`config.mk`:
```
export PLATFORM = sky130hd
export DESIGN_NAME = mips_mem_arbiter
export DESIGN_NICKNAME = d
export VERILOG_FILES = /design/src/rtl/mips_arb_pkg.sv /design/src/rtl/mips_arb_sat_counter.sv /design/src/rtl/mips_mem_arbiter.sv
export SDC_FILE = /design/constraint.sdc
export NUM_CORES = 1
export LEC_CHECK = 0
export CAP_MARGIN = 20
export CORE_ASPECT_RATIO = 1.5
export CORE_MARGIN = 2
export CORE_UTILIZATION = 53
export CTS_CLUSTER_SIZE = 24
export DETAILED_ROUTE_END_ITERATION = 6
export DONT_BUFFER_PORTS = 1
export GPL_ROUTABILITY_DRIVEN = 0
export MAX_ROUTING_LAYER = met4
export PLACE_DENSITY = 0.79
export SYNTH_ARGS = -nofsm -noshare
export SYNTH_HDL_FRONTEND = slang
export SYNTH_SLANG_ARGS = --single-unit
```
`constraint.sdc`:
```
create_clock -name clk -period 5.15 [get_ports clk]
set_input_delay 0.2575 -clock clk [delete_from_list [all_inputs] [get_ports clk]]
set_output_delay 0.2575 -clock clk [all_outputs]
set_load 0.05 [all_outputs]
```
`src/rtl/mips_arb_pkg.sv`:
```
// Shared types and constants for the MIPS memory-port arbiter.
package mips_arb_pkg;

    typedef enum logic [1:0] {
        IDLE,
        BUSY,
        RESP
    } arb_state_e;

    typedef enum logic {
        OWN_IF,
        OWN_D
    } owner_e;

    // Lane 0 sits in bits 31:24, so byte lanes are declared [0:LANE_MSB].
    localparam int LANE_MSB = 3;

endpackage

```
`src/rtl/mips_arb_sat_counter.sv`:
```
// Event counter that sticks at all-ones instead of wrapping.
module mips_arb_sat_counter #(
    parameter int W = 32
) (
    input  logic         clk,
    input  logic         rst,
    input  logic         inc,
    output logic [W-1:0] count
);

    logic [W-1:0] count_q;
    logic [W-1:0] count_d;

    always_comb begin
        count_d = count_q;
        if (inc && (count_q != '1)) begin
            count_d = count_q + W'(1);
        end
    end

    always_ff @(posedge clk or posedge rst) begin
        if (rst) begin
            count_q <= '0;
        end else begin
            count_q <= count_d;
        end
    end

    assign count = count_q;

endmodule

```
`src/rtl/mips_mem_arbiter.sv`:
```
// Serialises fetch and load/store traffic onto one word-wide memory port.
// Define MIPS_ARB_STATS_EN to add saturating grant/stall statistics outputs.
module mips_mem_arbiter
    import mips_arb_pkg::*;
#(
    parameter int MEM_LAT      = 2,
    parameter int MAX_DATA_RUN = 4
) (
    input  logic                     clk,
    input  logic                     rst_b,
    input  logic                     halted,
    input  logic                     if_req,
    input  logic [31:0]              if_addr,
    output logic [31:0]              if_rdata,
    output logic                     if_valid,
    input  logic                     d_req,
    input  logic                     d_we,
    input  logic [31:0]              d_addr,
    input  logic [31:0]              d_wdata,
    output logic [31:0]              d_rdata,
    output logic                     d_valid,
    output logic                     d_err,
    output logic [31:0]              mem_addr,
    output logic [0:LANE_MSB][7:0]   mem_data_in,
    input  logic [0:LANE_MSB][7:0]   mem_data_out,
    output logic                     mem_write_en,
    output logic                     arb_idle
`ifdef MIPS_ARB_STATS_EN
    ,
    output logic [31:0]              stat_if_grants,
    output logic [31:0]              stat_d_grants,
    output logic [31:0]              stat_stall
`endif
);

    localparam int CNT_W = (MEM_LAT > 1) ? $clog2(MEM_LAT) : 1;
    localparam int RUN_W = $clog2(MAX_DATA_RUN + 1);
    localparam logic [CNT_W-1:0] CNT_INIT = CNT_W'(MEM_LAT - 1);
    localparam logic [RUN_W-1:0] RUN_MAX  = RUN_W'(MAX_DATA_RUN);

    arb_state_e       state_q, state_d;
    owner_e           owner_q, owner_d;
    logic [CNT_W-1:0] cnt_q, cnt_d;
    logic [RUN_W-1:0] run_q, run_d;
    logic [31:0]      addr_q, addr_d;
    logic [31:0]      wdata_q, wdata_d;
    logic [31:0]      if_rdata_q, if_rdata_d;
    logic [31:0]      d_rdata_q, d_rdata_d;
    logic             we_q, we_d;
    logic             err_q, err_d;
    logic             grant_if, grant_d;
    logic             d_misaligned;
    logic [31:0]      rd_word;
    logic             unused_if_lsb;

    assign rd_word       = mem_data_out;
    assign d_misaligned  = (d_addr[1:0] != 2'b00);
    // Fetch addresses are word-forced, so the low bits never matter.
    assign unused_if_lsb = ^if_addr[1:0];

    always_comb begin
        state_d    = state_q;
        owner_d    = owner_q;
        cnt_d      = cnt_q;
        run_d      = run_q;
        addr_d     = addr_q;
        wdata_d    = wdata_q;
        if_rdata_d = if_rdata_q;
        d_rdata_d  = d_rdata_q;
        we_d       = we_q;
        err_d      = err_q;
        grant_if   = 1'b0;
        grant_d    = 1'b0;

        case (state_q)
            IDLE: begin
                if (!if_req) begin
                    run_d = '0;
                end
                if (!halted) begin
                    if (d_req && !(if_req && (run_q == RUN_MAX))) begin
                        grant_d = 1'b1;
                    end else if (if_req) begin
                        grant_if = 1'b1;
                    end
                end
                if (grant_d) begin
                    owner_d = OWN_D;
                    we_d    = d_we;
                    err_d   = d_misaligned;
                    cnt_d   = CNT_INIT;
                    if (if_req) begin
                        run_d = run_q + RUN_W'(1);
                    end
                    // Misaligned accesses never touch the port, so its outputs keep their values.
                    if (d_misaligned) begin
                        state_d = RESP;
                    end else begin
                        state_d = BUSY;
                        addr_d  = d_addr;
                        wdata_d = d_wdata;
                    end
                end else if (grant_if) begin
                    owner_d = OWN_IF;
                    we_d    = 1'b0;
                    err_d   = 1'b0;
                    cnt_d   = CNT_INIT;
                    run_d   = '0;
                    addr_d  = {if_addr[31:2], 2'b00};
                    state_d = BUSY;
                end
            end
            BUSY: begin
                if (cnt_q == '0) begin
                    state_d = RESP;
                    if (owner_q == OWN_IF) begin
                        if_rdata_d = rd_word;
                    end else if (!we_q) begin
                        d_rdata_d = rd_word;
                    end
                end else begin
                    cnt_d = cnt_q - CNT_W'(1);
                end
            end
            RESP: begin
                state_d = IDLE;
            end
            default: begin
                state_d = IDLE;
            end
        endcase
    end

    always_ff @(posedge clk or posedge rst_b) begin
        if (rst_b) begin
            state_q    <= IDLE;
            owner_q    <= OWN_IF;
            cnt_q      <= '0;
            run_q      <= '0;
            addr_q     <= '0;
            wdata_q    <= '0;
            if_rdata_q <= '0;
            d_rdata_q  <= '0;
            we_q       <= 1'b0;
            err_q      <= 1'b0;
        end else begin
            state_q    <= state_d;
            owner_q    <= owner_d;
            cnt_q      <= cnt_d;
            run_q      <= run_d;
            addr_q     <= addr_d;
            wdata_q    <= wdata_d;
            if_rdata_q <= if_rdata_d;
            d_rdata_q  <= d_rdata_d;
            we_q       <= we_d;
            err_q      <= err_d;
        end
    end

    assign mem_addr     = addr_q;
    assign mem_data_in  = wdata_q;
    // The counter still holds its load value only in the first BUSY cycle.
    assign mem_write_en = (state_q == BUSY) && (owner_q == OWN_D) && we_q && (cnt_q == CNT_INIT);
    assign if_valid     = (state_q == RESP) && (owner_q == OWN_IF);
    assign d_valid      = (state_q == RESP) && (owner_q == OWN_D);
    assign d_err        = d_valid && err_q;
    assign if_rdata     = if_rdata_q;
    assign d_rdata      = d_rdata_q;
    assign arb_idle     = (state_q == IDLE);

`ifdef MIPS_ARB_STATS_EN
    logic stall;
    assign stall = (if_req || d_req) && !(grant_if || grant_d);

    mips_arb_sat_counter #(.W(32)) u_stat_if (
        .clk   (clk),
        .rst   (rst_b),
        .inc   (grant_if),
        .count (stat_if_grants)
    );

    mips_arb_sat_counter #(.W(32)) u_stat_d (
        .clk   (clk),
        .rst   (rst_b),
        .inc   (grant_d),
        .count (stat_d_grants)
    );

    mips_arb_sat_counter #(.W(32)) u_stat_stall (
        .clk   (clk),
        .rst   (rst_b),
        .inc   (stall),
        .count (stat_stall)
    );
`endif

endmodule
```
---- After elaboration in Yosys (flattened, before gate mapping) ----
Cells that the tools add are included.
Widths: inputs -> output; s select.
storage, ports and cells
  register bits after elaboration ......... 137
  latch bits .............................. 0
  memory bits (writable) .................. 0
  bits in read-only memories .............. 0
  output and inout bits ................... 133
  memories ................................ 0
cells by class
  add/subtract/negate cells ............... 2
  $mul .................................... 0
  divide/modulo/power cells ............... 0
  magnitude comparators ................... 0
  eq/ne operators ......................... 6
  shift operators ......................... 0
  mux-type cells .......................... 27
  bitwise gates (word level) .............. 4
  reduce and logical (&&, ||, !) cells .... 20
operators with widths
  operator             count
  $mux 32              3
  $mux 1               14
  $mux 3               4
  $reduce_and 3->1     3
  $logic_and 1x1->1    8
  $mux 2               4
  $reduce_and 2->1     3
  $reduce_bool 2->1    3
  $ne 2x2->1 const B   2
  $not 1->1            4
  $pmux 2 s2           1
  $reduce_and 4->1     1
  $add 3x1->3 const B  1
  $eq 3x3->1 const B   1
  $ne 3x1->1 const B   1
  $eq 2x1->1 const B   1
  $eq 2x2->1 const B   1
  $logic_not 2->1      1
  $pmux 1 s2           1
  $logic_not 1->1      1
  $sub 1x1->1 const B  1

---- Logic depth before layout (Yosys ltp) ----
  depth after elaboration ................. 10
  mapped depth ............................ 6

---- Least setup slack after synthesis ----
Ideal clock, no wire load.
  kind .................................... flip-flop to output port
  start point ............................. register state_q[1]
  end point ............................... output port d_err
  arrival ................................. 2.414 ns
  data required time ...................... 4.893 ns
  setup slack ............................. 2.479 ns
  stages on the path, launching flop included .. 4
  buffers on the path ..................... 1
  cell sequence ........................... dfrtp_1 -> clkbuf_1 -> nor3b_1 -> and2_1
between the ends
  longest elaborated chain between the ends .. 3
RTL lines
  element                 line                     text
  start, declared         mips_mem_arbiter.sv:41   arb_state_e state_q, state_d;
  start signal, assigned  mips_mem_arbiter.sv:147  state_q <= state_d;
  $eq 2x2->1              mips_mem_arbiter.sv:165  assign d_valid = (state_q == RESP) && (owner_q == OWN_D);
  $logic_and 1x1->1       mips_mem_arbiter.sv:165
  net d_valid             mips_mem_arbiter.sv:21   output logic d_valid,
  $logic_and 1x1->1       mips_mem_arbiter.sv:166  assign d_err = d_valid && err_q;
  end, declared           mips_mem_arbiter.sv:22   output logic d_err,
The timed path passes the listed nets, and every way through them passes these cells.

---- Worst setup path in the final report ----
Same ends and word-level chain as after synthesis.

==> impl_metrics.json <==
{
  "outcome": "finished, final reports clean",
  "port_buffers": 0,
  "slew_headroom_pct": 33.3,
  "syn-cell-area_sq_mm": 0.00580,
  "final_antenna_net_count": 0,
  "pre_cts_slack_ns": 2.30,
  "synth_top_flop_cell": "dfrtp_1",
  "die_h_um": 132,
  "end_kind": "output port",
  "synthArstFlopShare_pct": 100,
  "coreArea_sq_mm": 0.0106,
  "muxShareOfSynthArea_pct": 18.6,
  "grt_pass1_wl_mm": 23.3,
  "vias_per_cell": 6.31,
  "fin_ws_ns": 2.49,
  "route.detailed.drc": 0,
  "p_comb_share_pct": 14.8,
  "totalWireLength_mm": 15.5,
  "dr_total_vias": 4215,
  "antenna_cells": 0,
  "cts_buffers": 17,
  "synth_top_family_by_area": "multiplexers",
  "p_seq_share_pct": 64.4,
  "max_cap_violations": 0,
  "grt_pass1_vias": 4359,
  "layout_commonest_cell": "dfrtp_1",
  "yosysTopAreaCellShare_pct": 59.1,
  "firstDrtPassIters": 6,
  "cts_resized": 0,
  "yosysTopAreaCell": "dfrtp_1",
  "power_frac_clock_pct": 20.9,
  "p_leak_nw": 3.01,
  "initial_utilization_pct": 54.5,
  "yosys.area_share.adder_pct": 0.431,
  "ys_ff_latch": 137,
  "synth_edf_count": 0,
  "synth_compound_gate_area_share_pct": 12.2,
  "syn_area_per_cell_sq_um": 13.0,
  "finalSetupTns_ns": 0,
  "grt_start_max_net_pins": 87,
  "synth_cell_types": 35,
  "routedWlPerCell_um": 23.1,
  "switching_power_mw": 3.13,
  "htree_levels": 4,
  "crit_required_ns": 4.89,
  "io_pins": 267,
  "hold_class": "in -> reg",
  "cts_root_buffer": "clkbuf_16",
  "drive_gt1_share_pct": 16.0,
  "clkSinkCount": 137,
  "period_minus_slack_ns": 2.66,
  "synth_seq_area_share_pct": 59.1,
  "drtIter0Drc": 144,
  "powerDensity_mw_per_mm2": 806,
  "synth_cells": 447,
  "area.growth.synth_to_final_pct": 26.0,
  "cts_setup_buffers": 0,
  "synth.area.top_cells": "dfrtp_1 59%, mux2_1 12%, mux2_2 6.4%, a221oi_1 4.5%, a31oi_1 3.2%",
  "skew_ns": 0.00858,
  "placed_cells": 557,
  "crit_type": "reg -> out",
  "cp-start-kind": "flop",
  "crit_fanout": 12,
  "fin_total_pwr_mw": 5.89,
  "hold_violations": 0,
  "internal_power_mw": 2.76,
  "ctsLongestPathBuffers": 2,
  "grt-ovfl-total": 0,
  "mostFrequentLayoutCells": "137 x dfrtp_1, 75 x dlygate4sd3_1, 63 x mux2_1, 34 x nand3_1, 34 x o21ai_0",
  "tritoncts": "done",
  "antenna_found_initial": 0,
  "synth-simple-area-share_pct": 5.97,
  "core.rowCount": 46,
  "fill_cells": 710,
  "max_freq_mhz": 376,
  "worst_pin_slew_ns": 1.00,
  "synthXorXnorAreaFrac_pct": 0,
  "die_w_um": 89.4,
  "slew_violations": 0,
  "post-dp-hpwl_mm": 9.21,
  "stdcell_count": 668,
  "syn-num-nets": 583,
  "fin_crit_sh_pct": 51.7,
  "die_area_sq_mm": 0.0118,
  "cts.clk_slew.worst_paths_ns": 0.06,
  "final_util_pct": 68.6,
  "ys_warn_count": 0,
  "switching_share_pct": 53.2,
  "clk_latency_ns": 0.40,
  "rsz0062_at_grt": "false",
  "grt_usage_pct": 26.3,
  "ir_drop_mv": 0.369,
  "nNetsFinal": 647,
  "setup_viol": 0,
  "arrival_ns": 2.40
}
[metal layers]
metal,wire (um),global-route usage [%]
met3,1510,7.70
met5,0,-
met4,276,8.37
met2,8220,44.8
met1,5440,28.9
[worst max-delay path: stages, from the launching register on]
cell,delay [ns]
dfrtp_1,0.60
nor3b_2,0.84
and2_1,0.56
[state kept, by name, summed over array words and instances, names as in the netlist]
signal / count
mem_addr: 32
if_rdata: 32
cnt_q: 1
err_q: 1
owner_q: 1
d_rdata: 32
run_q: 3
we_q: 1
mem_data_in: 32
state_q: 2
[final timing paths]
kind | from | to | slack (ns) | cells past startpoint
min in group asynchronous | rst_b | d_rdata[12]$_DFFE_PP0P_ | 0.51 | 2
min | mem_data_out[31] | if_rdata[31]$_DFFE_PP0P_ | 0.02 | 1
max | state_q[1]$_DFFE_PP0P_ | d_err | 2.49 | 2
max reg2reg | run_q[0]$_DFFE_PP0P_ | mem_addr[20]$_DFFE_PP0P_ | 2.85 | 6
min reg2reg | err_q$_DFFE_PP0P_ | err_q$_DFFE_PP0P_ | 0.50 | 1
max in group asynchronous | rst_b | d_rdata[28]$_DFFE_PP0P_ | 3.50 | 3
[power by group through the flow]
stage / logic [mW] / registers (mW) / clock network [mW]
final: 0.870 / 3.79 / 1.23
after global routing: 0.958 / 3.85 / 1.30
after CTS: 0.822 / 3.77 / 1.24
after detailed placement: 0.773 / 3.79 / 0
after global placement: 0.722 / 3.76 / 0
after floorplan: 0.672 / 3.62 / 0
[cells by family after synthesis]
kind of cell | Yosys count
flops | 137
simple gates | 60
compound gates | 105
mux | 96
fa+ha+maj | 2
buf+inv | 47
[what timing repair did]
| action | CTS | global route |
|---|---|---|
| hold buffers | 74 | 1 |
| setup endpoints to repair | 0 | 0 |
| hold endpoints to repair | 189 | 1 |
[final cells by class]
| type | instances | area, sq um | share of cell area, % |
|---|---|---|---|
| clock buffer | 18 | 439 | 6.01 |
| clock inverter | 14 | 163 | 2.23 |
| inverter | 6 | 27.5 | 0.377 |
| multi-input combinational | 263 | 2200 | 30.1 |
| sequential | 137 | 3430 | 46.9 |
| tap | 144 | 180 | 2.47 |
| timing repair buffer | 86 | 870 | 11.9 |
[cell usage after synthesis (all sizes together), types with 3 or more instances]
library cell  instances
nand3                34
o21ai                34
a221oi               30
nor2                  3
clkbuf               27
buf                  14
nor2b                 4
nand2b                3
dfrtp               137
nor3b                 3
a31oi                30
inv                   6
or4                   3
mux2                 96
[through the flow]
stage / hold WS [ns] / instance area (sq um)
final: 0.0240 / 7310
after global routing: 0.0113 / 7310
after CTS: 0.00000566 / 7230
after detailed placement: 0.305 / 5890
after global placement: 0.290 / 5890
after floorplan: 0.379 / 5800
No activity file was read; power rests on OpenSTA's default activity.
